## src/rtl/taskwait_requester.sv

```systemverilog
// Taskwait requester: turns an accelerator "wait" or "finish" command into a
// two-beat message (header, task id) towards the manager, and for "wait"
// stalls until the manager's wake-up beat arrives.
module taskwait_requester #(
  parameter  int MAX_ACCS = 16,
  parameter  int ACC_ID   = 0,
  localparam int ACC_BITS = (MAX_ACCS > 1) ? $clog2(MAX_ACCS) : 1
) (
  input  logic                clk,
  input  logic                rst,
  input  logic                cmd_valid,
  output logic                cmd_ready,
  input  logic                cmd_type,
  input  logic [31:0]         cmd_components,
  input  logic [63:0]         cmd_task_id,
  output logic [63:0]         outStream_TDATA,
  output logic                outStream_TVALID,
  input  logic                outStream_TREADY,
  output logic [ACC_BITS-1:0] outStream_TID,
  input  logic [7:0]          inStream_TDATA,
  input  logic                inStream_TVALID,
  output logic                inStream_TREADY,
  output logic                tw_done,
  output logic                busy,
  output logic [31:0]         wait_cycles,
  output logic                bad_wakeup
);

  // Header field positions shared with the manager's taskwait unit.
  localparam int INSTREAM_COMPONENTS_H = 63;
  localparam int INSTREAM_COMPONENTS_L = 32;
  localparam int TYPE_B                = 0;

  localparam logic [7:0] WAKE_BEAT = 8'd1;

  typedef enum logic [2:0] {
    IDLE,
    SEND_HEADER,
    SEND_TID,
    WAIT_WAKEUP,
    DONE
  } state_t;

  state_t      state_q;
  state_t      state_d;
  logic        type_q;
  logic [31:0] components_q;
  logic [63:0] task_id_q;
  logic        wake_ok;
  logic        wake_bad;
  logic        enter_wait;

  assign outStream_TID = ACC_BITS'(ACC_ID);
  assign busy          = (state_q != IDLE);
  assign wake_ok       = (state_q == WAIT_WAKEUP) && inStream_TVALID && (inStream_TDATA == WAKE_BEAT);
  assign wake_bad      = (state_q == WAIT_WAKEUP) && inStream_TVALID && (inStream_TDATA != WAKE_BEAT);
  assign enter_wait    = (state_q == SEND_TID) && outStream_TREADY && !type_q;

  // State register; reset aborts any message in flight without retry.
  always_ff @(posedge clk or posedge rst) begin
    if (rst) state_q <= IDLE;
    else     state_q <= state_d;
  end

  // Latch the command fields at accept so the message stays stable under stall.
  always_ff @(posedge clk or posedge rst) begin
    if (rst) begin
      type_q       <= 1'b0;
      components_q <= '0;
      task_id_q    <= '0;
    end else if (cmd_valid && cmd_ready) begin
      type_q       <= cmd_type;
      components_q <= cmd_components;
      task_id_q    <= cmd_task_id;
    end
  end

  // Count cycles spent waiting for the wake-up; cleared on entry, saturating.
  always_ff @(posedge clk or posedge rst) begin
    if (rst) begin
      wait_cycles <= '0;
    end else if (enter_wait) begin
      wait_cycles <= '0;
    end else if ((state_q == WAIT_WAKEUP) && (wait_cycles != 32'hFFFF_FFFF)) begin
      wait_cycles <= wait_cycles + 32'd1;
    end
  end

  // Sticky flag for any wake-up beat that is not the expected wake value.
  always_ff @(posedge clk or posedge rst) begin
    if (rst)           bad_wakeup <= 1'b0;
    else if (wake_bad) bad_wakeup <= 1'b1;
  end

  // Next-state and Moore outputs; message data is derived from latched fields.
  always_comb begin
    state_d          = state_q;
    cmd_ready        = 1'b0;
    outStream_TVALID = 1'b0;
    outStream_TDATA  = '0;
    inStream_TREADY  = 1'b0;
    tw_done          = 1'b0;
    case (state_q)
      IDLE: begin
        cmd_ready = 1'b1;
        if (cmd_valid) state_d = SEND_HEADER;
      end
      SEND_HEADER: begin
        outStream_TVALID = 1'b1;
        outStream_TDATA[INSTREAM_COMPONENTS_H:INSTREAM_COMPONENTS_L] = components_q;
        outStream_TDATA[TYPE_B] = type_q;
        if (outStream_TREADY) state_d = SEND_TID;
      end
      SEND_TID: begin
        outStream_TVALID = 1'b1;
        outStream_TDATA  = task_id_q;
        if (outStream_TREADY) state_d = type_q ? IDLE : WAIT_WAKEUP;
      end
      WAIT_WAKEUP: begin
        inStream_TREADY = 1'b1;
        if (wake_ok) state_d = DONE;
      end
      DONE: begin
        tw_done = 1'b1;
        state_d = IDLE;
      end
      default: state_d = IDLE;
    endcase
  end

endmodule

```

## config.mk

```make
export PLATFORM = sky130hd
export DESIGN_NAME = taskwait_requester
export DESIGN_NICKNAME = d
export VERILOG_FILES = /design/src/rtl/taskwait_requester.sv
export SDC_FILE = /design/constraint.sdc
export NUM_CORES = 1
export LEC_CHECK = 0
export BUFFER_PORTS_ARGS = -buffer_cell sky130_fd_sc_hd__clkbuf_2
export CORE_UTILIZATION = 50
export CTS_CLUSTER_SIZE = 28
export DETAILED_ROUTE_END_ITERATION = 10
export PLACE_DENSITY = 0.92
export REMOVE_ABC_BUFFERS = 1
export SYNTH_ARGS = -nofsm -noshare
export SYNTH_HDL_FRONTEND = slang
export SYNTH_SLANG_ARGS = --single-unit
```

## constraint.sdc

```tcl
create_clock -name clk -period 4.9 [get_ports clk]
set_input_delay 0.245 -clock clk [delete_from_list [all_inputs] [get_ports clk]]
set_output_delay 0.245 -clock clk [all_outputs]
set_load 0.03 [all_outputs]
```

-- Yosys cells after proc, flatten, opt, wreduce, memory -nomap -nowiden
Index checks and enable logic that the tools add are counted.
- add/subtract/negate cells: 1
- equal/unequal tests: 11
- muxes and demuxes: 15
- reductions and logical operators: 13
- operator list (kind ; number):
    2-to-1 mux 32 bit ; 2
    one-hot mux 32 bit (2 select lines) ; 1
    adder 32 x 1 -> 32 bit (second input constant) ; 1
    inequality test 32 bit (second input constant) ; 1
    2-to-1 mux 31 bit ; 1
    2-to-1 mux 3 bit ; 4
    one-hot mux 3 bit (4 select lines) ; 1
    == test 8 x 1 -> 1 bit (second input constant) ; 1
    inequality test 2 bit (second input constant) ; 4
    inequality test 8 x 1 -> 1 bit (second input constant) ; 1
    logical AND 1 bit ; 7
    == test 3 x 2 -> 1 bit (second input constant) ; 2
    2-to-1 mux 1 bit ; 4
    AND reduction 4 bit ; 1
    == test 3 x 1 -> 1 bit (second input constant) ; 1
    == test 3 bit (second input constant) ; 1
    logical NOT 3 bit ; 1
    nonzero test 3 bit ; 1
    2-to-1 mux 2 bit ; 1
    one-hot mux 1 bit (2 select lines) ; 1
    nonzero test 2 bit ; 1
    OR reduction 2 bit ; 1
    logical NOT 1 bit ; 1
- flip-flop bits (word level): 133
- input port bits: 110
- output and inout port bits: 106
- word-level logic and storage cells: 46

-- Logic depth before layout (Yosys ltp)
Gate-level depths: netlist (run 1).
- word-level depth: 5
- gate-level depth with buffers: 9

-- Worst setup path before layout (run 1)
No wires, ideal clock.
- path kind: register to register
- start point: register state_q[1]
- end point: register task_id_q[0]
- library setup time: 0.125 ns
- data arrival time: 2.651 ns
- data required time: 4.775 ns
- path slack: 2.124 ns
- stages on the path, launching flop included: 8
- path through: dfrtp_1 clkbuf_1 nor3_1 and2_1 clkbuf_1 clkbuf_1 buf_2 mux2_2
- word-level cells in the longest chain between the ends: 3
- ends and longest elaborated chain (what ; line ; source):
    from (decl) ; 44 ; state_t state_q;
    from (signal assigned) ; 62 ; else state_q <= state_d;
    logical NOT 3 bit ; 103 ; case (state_q)
    2-to-1 mux 1 bit ; 103 ;
    named net cmd_ready ; 12 ; output logic cmd_ready,
    logical AND 1 bit ; 71 ; end else if (cmd_valid && cmd_ready) begin
    to (signal assigned) ; 74 ; task_id_q <= cmd_task_id;
    to (decl) ; 48 ; logic [63:0] task_id_q;
The timed path passes the listed nets, and every way through them passes these cells.
A chain may end at the register's enable or synchronous reset.

-- Final worst setup path (run 1)
- start point: register state_q[1]
- end point: output outStream_TDATA[59]
- word-level cells in the longest chain between the ends: 2
- elaborated cells on any way between the ends: 3
- ends and longest elaborated chain (what ; line ; source):
    == test 3 x 2 -> 1 bit or == test 3 x 1 -> 1 bit (tied branches) ; 103 ;
    one-hot mux 32 bit (2 select lines) (*) ; 103 ;
    to (decl) ; 16 ; output logic [63:0] outStream_TDATA,
Every way passes the cells marked *; elsewhere a longest branch is shown, timed or not.

==> impl_metrics.env, run 1 <==
export IMPL_status="complete, but fails checks"
export IMPL_failed_checks="negative hold slack"
export IMPL_dieArea_um2=12900
export IMPL_maxSlewHeadroom_pct=24.5
export IMPL_ys_top_cells_by_area="dfrtp_1 (54%), mux2_2 (18%), a22o_1 (4.7%)"
export IMPL_path_clk_slew_ps=60
export IMPL_gp_congestion=0.879
export IMPL_crit_fanout=19
export IMPL_stdcell_area_um2=8000
export IMPL_initial_core_util_pct=51.4
export IMPL_final_nets=841
export IMPL_syn_area_um2=6200
export IMPL_grt_antenna_before_repair=0
export IMPL_clockBufferDepth=2
export IMPL_clockPowerShare_pct=23.5
export IMPL_cts_tree="yes"
export IMPL_cts_root_buf="clkbuf_16"
export IMPL_clk_latency_ps=420
export IMPL_grt_max_degree=95
export IMPL_synth_edf_count=0
export IMPL_dpl_hpwl_mm=10.4
export IMPL_powerDensity_nw_per_um2=716
export IMPL_startpoint_type="flip-flop"
export IMPL_fmax_mhz=338
export IMPL_fp_dieH_um=113
export IMPL_yosys_area_top_type="dfrtp_1"
export IMPL_vias=4911
export IMPL_synth_seq_area_share_pct=53.6
export IMPL_grt_usage_pct=24.6
export IMPL_firstDrtPassIters=4
export IMPL_worstSetupEndpointType="output port"
export IMPL_yosysWarnings=0
export IMPL_p_int_mw=3.42
export IMPL_synthCells=524
export IMPL_finalCritPeriodShare_pct=60.4
export IMPL_fin_cells=911
export IMPL_worst_pin_slew_ps=1130
export IMPL_crit_chain="nor3b_2 -> buf_4 -> a22o_1 -> clkbuf_2"
export IMPL_grt_pass1_wl_mm=24.3
export IMPL_htreeDepth=4
export IMPL_combPwrFrac_pct=42.5
export IMPL_wl_mm=15.1
export IMPL_clock_sinks=133
export IMPL_drt_iter0_drc=278
export IMPL_fp_coreArea_um2=12100
export IMPL_grt_pass1_vias=4816
export IMPL_syn_to_final_growth_pct=29.0
export IMPL_reg2reg_from="wait_cycles[0]"
export IMPL_pin_count=216
export IMPL_critPathArrivalTime_ps=2710
export IMPL_wl_per_cell_um=16.6
export IMPL_portBuffers=211
export IMPL_max_stage_delay_ps=950
export IMPL_cts_hold_buf=0
export IMPL_hold_violations=3
export IMPL_fillers=895
export IMPL_ctsResizeCount=0
export IMPL_post_dp_cell_area_um2=7370
export IMPL_rsz0062_at_grt="no"
export IMPL_synthFlopType="dfrtp_1"
export IMPL_min_path_type="input port to asynchronous set/reset pin"
export IMPL_fp_dieW_um=113
export IMPL_clock_skew_ps=5.34
export IMPL_synth_seq_cells=133
export IMPL_p_seq_share_pct=34.0
export IMPL_p_sw_mw=2.31
export IMPL_critPathSlowestCell="nor3b_2"
export IMPL_whs_ps=-9.39
export IMPL_crit_family="simple AND/OR/NAND/NOR gates"
export IMPL_ys_async_sr_fraction_pct=100
export IMPL_synth_top_area_share_pct=53.6
export IMPL_postLayoutCoreUtil_pct=66.4
export IMPL_synth_avg_cell_area_um2=11.8
export IMPL_crit_type="flip-flop to output port"
export IMPL_path_buf_inv=2
export IMPL_setup_tns_ps=0
export IMPL_diodes=0
export IMPL_synth_cell_types=52
export IMPL_placed_cells=879
export IMPL_drv_cap=0
export IMPL_drive_gt1_share_pct=48.5
export IMPL_grt_overflow=0
export IMPL_via_per_inst=5.39
export IMPL_finalCriticalPeriod_ps=2960
export IMPL_p_leak_nw=3.81
export IMPL_cts_setup_buffers=0
export IMPL_vdd_drop_max_v=0.000404
export IMPL_ant_nets=0
export IMPL_drv_slew=0
export IMPL_swShare_pct=40.3
export IMPL_cp_required_ps=4660
export IMPL_setup_violations_final=0
export IMPL_num_rows=40
export IMPL_drc=0
export IMPL_numCtsBuffers=17
export IMPL_critical_path_startpoint="state_q[1]"
==> layer usage <==
| metal | track usage [%] | part of all wire [%] |
|---|---|---|
| met4 | 9.74 | 1.9 |
| met1 | 28.8 | 39 |
| met3 | 7.39 | 7.9 |
| met5 | 0 | 0 |
| met2 | 42.5 | 51 |
==> power groups by stage <==
stage / combinational, mW / clock [mW] / sequential [mW]
detailed placement: 2.45 / 0 / 1.95
global route: 2.60 / 1.41 / 2.01
floorplan: 1.68 / 0 / 2.01
CTS: 2.46 / 1.36 / 1.94
global placement: 2.39 / 0 / 1.92
finish: 2.44 / 1.34 / 1.95
==> final cells by class <==
class / instances / area, µm² / share of cell area, %
clock inverter: 13 / 180 / 2.25
tap: 168 / 210 / 2.63
sequential: 133 / 3330 / 41.6
clock buffer: 19 / 453 / 5.66
timing repair buffer: 216 / 1090 / 13.7
inverter: 12 / 50.0 / 0.625
multi-input combinational: 350 / 2690 / 33.6
==> path summary, 6_finish.rpt <==
check | end | slack, ps | depth (start not counted)
max reg2reg | wait_cycles[2] | 2210 | 7
max in group asynchronous | components_q[12] | 3880 | 3
min reg2reg | bad_wakeup | 480 | 1
max | outStream_TDATA[59] | 1940 | 4
min | wait_cycles[22] | -9 | 2
min in group clk | bad_wakeup | 60 | 3
==> state kept, by name (all words and copies together), names as in the netlist <==
signal	flops
task_id_q	64
components_q	32
wait_cycles	32
state_q	3
bad_wakeup	1
type_q	1
==> kinds of logic (layout without fill, tap and decap cells) <==
group	count (synthesis)	in the layout	share of synthesized area, %
AND/OR/NAND/NOR	152	152	13.8
flip-flops	133	133	53.6
multiplexers	101	101	18.2
AO/OA/AOI/OAI	83	83	9.42
buffers and inverters	44	260	3.41
XOR/XNOR	9	9	1.27
adder cells (fa/ha/maj)	1	1	0.202
other	1	4	0.0604
==> placed cells by master, fill, tap and decap left out, types with 5 or more instances in the layout <==
| cell type | instances |
|---|---|
| xor2_1 | 6 |
| inv_1 | 10 |
| or3_1 | 9 |
| dfrtp_1 | 133 |
| nand3_1 | 14 |
| clkbuf_2 | 211 |
| clkbuf_16 | 17 |
| nor2_1 | 24 |
| and2_1 | 32 |
| nand2_1 | 27 |
| o21ai_0 | 12 |
| nor3_1 | 7 |
| a21oi_1 | 16 |
| a31oi_1 | 5 |
| a22o_1 | 33 |
| buf_4 | 5 |
| mux2_2 | 97 |
| nor4_1 | 5 |
| nand4_1 | 9 |
==> cells in the mapped netlist, drive strengths merged, types with 10 or more instances <==
cell type / number
a21oi: 17
a22o: 33
and2: 33
buf: 11
clkbuf: 21
dfrtp: 133
inv: 11
mux2: 97
nand2: 28
nand3: 15
nor2: 24
o21ai: 15
or3: 10
==> stage by stage <==
step                total power [mW]  worst slack [ps]
floorplan                       3.69               124
global placement                4.31              2300
detailed placement              4.40              2230
CTS                             5.77              1930
global route                    6.03              1770
finish                          5.73              1940
No activity file was read; power rests on OpenSTA's default activity.
==> run 2, diff against run 1 <==
--- a/config.mk
+++ b/config.mk
@@ -6,10 +6,10 @@
 export NUM_CORES = 1
 export LEC_CHECK = 0
 export BUFFER_PORTS_ARGS = -buffer_cell sky130_fd_sc_hd__clkbuf_2
-export CORE_UTILIZATION = 50
+export CORE_UTILIZATION = 45
 export CTS_CLUSTER_SIZE = 28
 export DETAILED_ROUTE_END_ITERATION = 10
-export PLACE_DENSITY = 0.92
+export PLACE_DENSITY = 0.88
 export REMOVE_ABC_BUFFERS = 1
 export SYNTH_ARGS = -nofsm -noshare
 export SYNTH_HDL_FRONTEND = slang
==> constraint.sdc (replaced) <==
create_clock -name clk -period 2.65 [get_ports clk]
set_input_delay 0.1325 -clock clk [delete_from_list [all_inputs] [get_ports clk]]
set_output_delay 0.1325 -clock clk [all_outputs]
set_load 0.03 [all_outputs]
==> run 2 against run 1 <==
The run now ends clean. Largest power group unchanged. Total power is 93% higher. Die area grew 11%. Utilization is 2.1 points higher. Combinational power increased by 100%. Highest routed layer unchanged.
==> impl_metrics.env, run 2 (synthesis gave the netlist of run 1 again) <==
export IMPL_status="completed"
export IMPL_clockPowerShare_pct=21.9
export IMPL_crit_fanout=16
export IMPL_startpoint_type="flip-flop"
export IMPL_dieArea_um2=14300
export IMPL_crit_type="flip-flop to flip-flop"
export IMPL_grt_pass1_vias=5753
export IMPL_drv_cap=0
export IMPL_grt_pass1_wl_mm=31.0
export IMPL_critPathSlowestCell="or4_4"
export IMPL_combPwrFrac_pct=44.9
export IMPL_cts_root_buf="clkbuf_16"
export IMPL_portBuffers=211
export IMPL_cts_setup_buffers=0
export IMPL_grt_usage_pct=28.2
export IMPL_critPathCapture="wait_cycles[5]"
export IMPL_r2r_cells=8
export IMPL_r2r_end="wait_cycles[5]"
export IMPL_via_per_inst=5.37
export IMPL_finalCritPeriodShare_pct=92.8
export IMPL_vias=5550
export IMPL_reg2reg_from="wait_cycles[0]"
export IMPL_firstDrtPassIters=5
export IMPL_drc=0
export IMPL_rsz0062_at_grt="no"
export IMPL_critPathArrivalTime_ps=2770
export IMPL_largest_reg_flops=64
export IMPL_htreeDepth=4
export IMPL_pin_count=216
export IMPL_clock_sinks=133
export IMPL_initial_core_util_pct=46.5
export IMPL_fp_dieW_um=119
export IMPL_p_leak_nw=4.30
export IMPL_setup_violations_final=0
export IMPL_clk_latency_ps=420
export IMPL_hold_violations=0
export IMPL_worstSetupEndpointType="flip-flop"
export IMPL_gp_congestion=0.889
export IMPL_num_rows=42
export IMPL_swShare_pct=41.8
export IMPL_final_nets=954
export IMPL_rrSetupSlack_ps=190
export IMPL_post_route_worst_setup_slack_ps=191
export IMPL_clock_skew_ps=14.8
export IMPL_worst_pin_slew_ps=1010
export IMPL_numCtsBuffers=17
export IMPL_crit_family="simple AND/OR/NAND/NOR gates"
export IMPL_p_seq_share_pct=33.3
export IMPL_maxSlewHeadroom_pct=32.2
export IMPL_fmax_mhz=407
export IMPL_vdd_drop_max_v=0.000482
export IMPL_powerDensity_nw_per_um2=1210
export IMPL_path_buf_inv=1
export IMPL_setup_tns_ps=0
export IMPL_cp_depth=8
export IMPL_fp_dieH_um=119
export IMPL_drt_iter0_drc=446
export IMPL_top_register="task_id_q"
export IMPL_cts_tree="yes"
export IMPL_max_stage_delay_ps=560
export IMPL_p_int_mw=6.42
export IMPL_critical_path_startpoint="wait_cycles[0]"
export IMPL_grt_antenna_before_repair=0
export IMPL_path_clk_slew_ps=60
export IMPL_min_path_type="input port to flip-flop"
export IMPL_wl_mm=19.5
export IMPL_wl_per_cell_um=18.9
export IMPL_drive_gt1_share_pct=43.6
export IMPL_clockBufferDepth=2
export IMPL_syn_to_final_growth_pct=47.2
export IMPL_dp_slack_ps=238
export IMPL_fp_coreArea_um2=13300
export IMPL_dpl_hpwl_mm=11.0
export IMPL_finalCriticalPeriod_ps=2460
export IMPL_drv_slew=0
export IMPL_grt_overflow=0
export IMPL_most_common_layout_cells="clkbuf_2 (211), dfrtp_1 (133), dlygate4sd3_1 (99), mux2_2 (97), a22o_1 (33)"
export IMPL_p_sw_mw=4.62
export IMPL_ant_nets=0
export IMPL_crit_chain="ha_1 -> nand4_1 -> or2_2 -> or4_4 -> nand2_2 -> buf_4 -> o211ai_1 -> o31ai_1"
export IMPL_layout_commonest_cell="clkbuf_2"
export IMPL_grt_max_degree=63
export IMPL_cp_required_ps=2960
export IMPL_reg_largest_list="task_id_q (64), components_q (32), wait_cycles (32)"
[run 2: changes by cell type in the layout (fill, tap and decap cells not counted), moves of 4 or more]
cell and delta:
dlygate4sd3_1 +99, buf_12 +4, clkinv_4 +4, buf_4 +10
[run 2: worst min-delay path by stage]
stage,startpoint,to,cells past startpoint
final,cmd_valid,state_q[0],3
after global routing,cmd_valid,state_q[0],3
after CTS,cmd_valid,state_q[0],3
after detailed placement,rst,wait_cycles[12],2
after global placement,rst,wait_cycles[12],2
after floorplan,inStream_TVALID,bad_wakeup,2
[run 2: per-stage QoR]
step	power (mW)	hold slack [ps]	cell area, µm²	util [%]	std cells
after floorplan	6.82	263	6050	-	495
after global placement	8.14	251	7540	56.5	901
after detailed placement	8.28	243	7540	56.5	901
after CTS	10.8	8.99	9130	68.4	1032
after global routing	11.5	45.9	9130	68.4	1032
final	11.0	37.7	9140	68.4	1033
[run 2: repair_timing]
item	in CTS	in global routing
hold endpoints to repair	158	0
resized for setup	0	0
hold buffers	99	0
endpoints found under the setup margin	0	0
[run 2: power by group through the flow]
stage               Combinational (mW)  Clock [mW]  Sequential (mW)
finish                            4.95        2.41             3.67
global route                      5.22        2.55             3.77
CTS                               4.83        2.42             3.58
detailed placement                4.68           0             3.60
global placement                  4.61           0             3.53
floorplan                         3.11           0             3.71
[run 2: area by class of cell]
class	instances	area, µm²
sequential	133	3330
tap	176	220
clock buffer	18	429
clock inverter	14	178
fill	886	4210
multi-input combinational	350	2690
antenna	1	2.50
inverter	12	50.0
timing repair buffer	329	2240
[run 2: layer usage]
layer	vias to the layer above	GRT usage (%)	wire (µm)
li1	2527	-	-
met1	2719	33.9	7700
met2	266	46.9	9560
met3	38	9.15	1700
met4	0	11.1	576
met5	-	0	0
[run 2: worst min-delay path, stage by stage]
cell and delay [ps]:
clkbuf_2 100, o22ai_1 110, a31oi_1 50
